`config.mk`:
```
export PLATFORM = sky130hd
export DESIGN_NAME = crc_unfold2_feeder
export DESIGN_NICKNAME = d
export VERILOG_FILES = /design/src/rtl/crc_pkg.sv /design/src/rtl/crc_sym_shreg.sv /design/src/rtl/crc_unfold2_feeder.sv
export SDC_FILE = /design/constraint.sdc
export NUM_CORES = 1
export LEC_CHECK = 0
export ABC_AREA = 1
export BUFFER_PORTS_ARGS = -buffer_cell sky130_fd_sc_hd__buf_2
export CORE_AREA = 5 5 42 44
export CTS_CLUSTER_DIAMETER = 30
export CTS_CLUSTER_SIZE = 10
export DETAILED_ROUTE_END_ITERATION = 8
export DIE_AREA = 0 0 47 49
export PLACE_DENSITY = 0.67
export SYNTH_ARGS = -nofsm -noshare
export SYNTH_HDL_FRONTEND = slang
export SYNTH_SLANG_ARGS = --single-unit
```
`constraint.sdc`:
```
create_clock -name clk -period 2.2 [get_ports clk]
set_clock_uncertainty 0.1 [all_clocks]
set_input_delay 0 -clock clk [delete_from_list [all_inputs] [get_ports clk]]
set_output_delay 0 -clock clk [all_outputs]
set_load 0.01 [all_outputs]
```
`src/rtl/crc_pkg.sv`:
```
// Shared definitions for the CRC-5 unfolded-LFSR datapath: widths, generator,
// symbol-count helper and feeder FSM states.
package crc_pkg;

    localparam int CRC_W = 5;
    localparam int SYM_W = 2;
    // x^5 + x^2 + 1, implicit leading term dropped
    localparam logic [CRC_W-1:0] CRC5_POLY = 5'b00101;

    typedef enum logic {
        IDLE  = 1'b0,
        SHIFT = 1'b1
    } feed_state_t;

    function automatic int crc_nsym(input int msg_w, input int aug);
        return (msg_w + aug + SYM_W - 1) / SYM_W;
    endfunction

endpackage

```
`src/rtl/crc_sym_shreg.sv`:
```
// Loadable frame shift register; presents the top symbol and shifts left by one
// symbol per enabled cycle, holding otherwise.
module crc_sym_shreg #(
    parameter int FRAME_W = 12
) (
    input  logic               clk,
    input  logic               reset,
    input  logic               load_i,
    input  logic               shift_i,
    input  logic [FRAME_W-1:0] frame_i,
    output logic [1:0]         sym_o
);
    import crc_pkg::*;

    logic [FRAME_W-1:0] shreg_q;
    logic [FRAME_W-1:0] shreg_d;

    always_comb begin
        shreg_d = shreg_q;
        if (load_i) begin
            shreg_d = frame_i;
        end else if (shift_i) begin
            shreg_d = shreg_q << SYM_W;
        end
    end

    always_ff @(posedge clk) begin
        if (reset) begin
            shreg_q <= '0;
        end else begin
            shreg_q <= shreg_d;
        end
    end

    assign sym_o = shreg_q[FRAME_W-1 -: 2];

endmodule

```
`src/rtl/crc_unfold2_feeder.sv`:
```
// Frames a message word (zero pad + optional CRC_W zero augmentation when
// CRC_FEED_AUG_EN is defined) and streams it MSB-first as 2-bit symbols.
module crc_unfold2_feeder #(
    parameter int MSG_W = 6,
    parameter int CRC_W = 5
) (
    input  logic             clk,
    input  logic             reset,
    input  logic [MSG_W-1:0] data_in,
    input  logic             in_valid,
    output logic             in_ready,
    output logic [1:0]       sym_out,
    output logic             sym_valid,
    output logic             sym_first,
    output logic             sym_last,
    input  logic             sym_ready,
    output logic             busy
);
    import crc_pkg::*;

`ifdef CRC_FEED_AUG_EN
    localparam int AUG = CRC_W;
`else
    localparam int AUG = 0;
`endif
    localparam int NSYM    = crc_nsym(MSG_W, AUG);
    localparam int FRAME_W = 2 * NSYM;
    localparam int CNT_W   = (NSYM > 1) ? $clog2(NSYM) : 1;

    feed_state_t        state_q, state_d;
    logic [CNT_W-1:0]   cnt_q, cnt_d;
    logic               first_q, first_d;
    logic               load, shift, last;
    logic [FRAME_W-1:0] frame;

    // Leading pad comes for free from zero-extension; augmentation from the shift.
    assign frame = FRAME_W'(data_in) << AUG;

    assign last     = (state_q == SHIFT) && (cnt_q == '0);
    assign in_ready = !reset && ((state_q == IDLE) || (last && sym_ready));

    always_comb begin
        state_d = state_q;
        cnt_d   = cnt_q;
        first_d = first_q;
        load    = 1'b0;
        shift   = 1'b0;
        case (state_q)
            IDLE: begin
                if (in_valid) begin
                    load    = 1'b1;
                    cnt_d   = CNT_W'(NSYM - 1);
                    first_d = 1'b1;
                    state_d = SHIFT;
                end
            end
            SHIFT: begin
                if (sym_ready) begin
                    if (cnt_q == '0) begin
                        if (in_valid) begin
                            load    = 1'b1;
                            cnt_d   = CNT_W'(NSYM - 1);
                            first_d = 1'b1;
                        end else begin
                            shift   = 1'b1;
                            first_d = 1'b0;
                            state_d = IDLE;
                        end
                    end else begin
                        shift   = 1'b1;
                        cnt_d   = cnt_q - 1'b1;
                        first_d = 1'b0;
                    end
                end
            end
            default: state_d = IDLE;
        endcase
    end

    always_ff @(posedge clk) begin
        if (reset) begin
            state_q <= IDLE;
            cnt_q   <= '0;
            first_q <= 1'b0;
        end else begin
            state_q <= state_d;
            cnt_q   <= cnt_d;
            first_q <= first_d;
        end
    end

    crc_sym_shreg #(
        .FRAME_W (FRAME_W)
    ) u_shreg (
        .clk     (clk),
        .reset   (reset),
        .load_i  (load),
        .shift_i (shift),
        .frame_i (frame),
        .sym_o   (sym_out)
    );

    assign sym_valid = (state_q == SHIFT);
    assign busy      = (state_q == SHIFT);
    assign sym_first = first_q;
    assign sym_last  = last;

endmodule

```
==> impl_metrics.toml <==
[status]
status = "completed"

[timing]
setup_viol = 0
rsz0062_at_grt = "false"
fmax_ghz = 0.548
slew-limit-headroom_pct = 75.8
hold_slack_ps = 365
finalCritPeriodShare_pct = 82.9
final.setup.tns_ps = 0
drv_slew = 0
post-route-min-period_ps = 1820
tightest_slew_ps = 363
hold_viol_final = 0
worst_slack_ps = 377

[flow_run]
maxCapViolCount = 0

[power_and_ir_drop]
pwr-share-comb_pct = 23.5
power_leakage_nw = 0.414
sequentialPowerShare_pct = 47.7
vdd_drop_max_uv = 327
powerDensity_nw_per_um2 = 596
pwr-share-clk_pct = 28.8
p_sw_mw = 0.127
swShare_pct = 29.4
internal_power_mw = 0.305

[logic_synthesis]
synth.largest_area_cell = "dfxtp_1"
synth_ff_type = "dfxtp_1"
synthDistinctLibCells = 18
yosysWarnings = 0
synth.avg_cell_area_um2 = 6.62
synthArstFlopShare_pct = 0
synthTopCellsByArea = "dfxtp_1 36%, nand2_1 15%, inv_1 14%"
syn_area_um2 = 549
synth-seq-cells = 10
syn_inst = 83
synth-edff-count = 0
syn_nets = 93
yosysTopAreaCellShare_pct = 36.4
synth.yosys.seq_area_share_pct = 36.4

[place]
dp_slack_ps = 870
place.gp.congestion = 0.849
hpwl_um = 811
io_buffers = 16

[clock_tree]
cts-root-buf = "clkbuf_4"
post_cts_buffers = 0
cts_tree = "built"
htree_levels = 1
cts_hold_buf = 9
cts-buffers-inserted = 3
clk_latency_ps = 260
post_cts_resized = 0
cts_sinks = 10
clk_pin_slew_worst_paths_ps = 60
cts.path.max_buffers = 2

[drt]
ant_nets = 0
num_vias = 536
drt_iter0_drc = 13
firstDrtPassIters = 4
routed_wl_um = 1170
avgViaCountPerCell = 4.39
drc = 0
routed_wire_length_per_instance_um = 9.55

[finish]
syn2layout_area_growth_pct = 31.9
antenna_cells = 0
fin_nets = 118
drive_gt1_share_pct = 22.6

[floorplanning]
start_util_pct = 39.2
std_cell_rows = 14
die_w_um = 47
die-area_um2 = 2300
io_pins = 17
die_h_um = 49
core_um2 = 1400

[global_routing]
grt_usage_pct = 11.2
grt_overflow = 0
grt_pass1_vias = 481
grt_first_pass_wirelength_um = 1860
grt_max_degree = 10
antenna_found_initial = 0

[setup_path]
cp-end-kind = "flop"
critPathLaunch = "busy"
critical_path_required_ps = 2310
cp_data_arrival_time_ps = 1930
crit_fanout = 9
cp-start-kind = "flop"
worstSetupPathType = "reg -> reg"
worstReg2RegStart = "busy"
reg2reg_slack_ps = 380

[worst_hold_path]
hold_path_class = "reg -> reg"
hp-start = "sym_first"
[layout make-up]
cell class                 count  area [um2]
clock buffer                   3        22.5
tap                           16        20.0
multi-input combinational     47         233
timing repair buffer          25         170
inverter                      21        78.8
fill                         163         677
sequential                    10         200
[cell families (layout without fill, tap and decap cells)]
| family | after synthesis | count (layout) | share of synthesized area [%] |
|---|---|---|---|
| AND/OR/NAND/NOR | 38 | 38 | 30.8 |
| buffers and inverters | 26 | 49 | 21.2 |
| AO/OA/AOI/OAI | 9 | 9 | 11.6 |
| flip-flops | 10 | 10 | 36.4 |
[cell usage after synthesis (2+ instances only)]
master,instances
a21oi_1,5
buf_4,3
inv_1,20
nand2_1,22
dfxtp_1,10
nand3_1,10
nor2_1,2
[layout by cell type, fill, tap and decap left out, drive strengths merged]
master,synthesis,layout
a21oi,6,6
nor2,2,2
dlygate4sd3,0,9
nand4,1,1
a211oi,1,1
dfxtp,10,10
buf,5,16
o21ai,1,1
clkbuf,0,3
nand2,24,24
inv,21,21
nand3,10,10
a31oi,1,1
nor3,1,1
[metrics by stage]
stage          instance area (um2)  std cells  power, mW  utilization, %
6_report                       724        122      0.432            51.7
5_1_grt                        724        122      0.460            51.7
4_1_cts                        724        122      0.436            51.7
2_1_floorplan                  549         83      0.280               -
3_5_place_dp                   612        110      0.300            43.7
3_3_place_gp                   612        110      0.299            43.7
[critical path, cell delays in order, from the launching register on]
cell and delay, ps:
dfxtp_1 520, nand2_1 160, o21ai_2 180, nand2_1 90, a21oi_1 160, dlygate4sd3_1 560
[state kept, by name, indices dropped and copies added, names as in the netlist]
name / count
busy: 1
cnt_q: 2
sym_first: 1
u_shreg.shreg_q: 6
[power groups by stage]
stage,Combinational (mW),Sequential (mW),Clock (mW)
CTS,0.102,0.206,0.127
detailed placement,0.0900,0.210,0
floorplan,0.0723,0.208,0
finish,0.102,0.206,0.124
global placement,0.0893,0.210,0
global route,0.116,0.208,0.136
[path summary, 6_finish.rpt]
| check | end | cells after the start |
|---|---|---|
| worst min-delay path | sym_first | 2 |
| worst max-delay path | u_shreg.shreg_q[1] | 5 |
| worst min register to register | sym_first | 2 |
| worst max register to register | u_shreg.shreg_q[1] | 5 |
[routing by layer]
layer	up-vias	part of all wire [%]	GRT usage (%)
met3	4	5.6	2.21
met2	12	47	16.7
li1	297	-	-
met1	223	45	13.3
met4	0	2.5	8.29
met5	-	0	0
(Power assumes the default switching activity.)
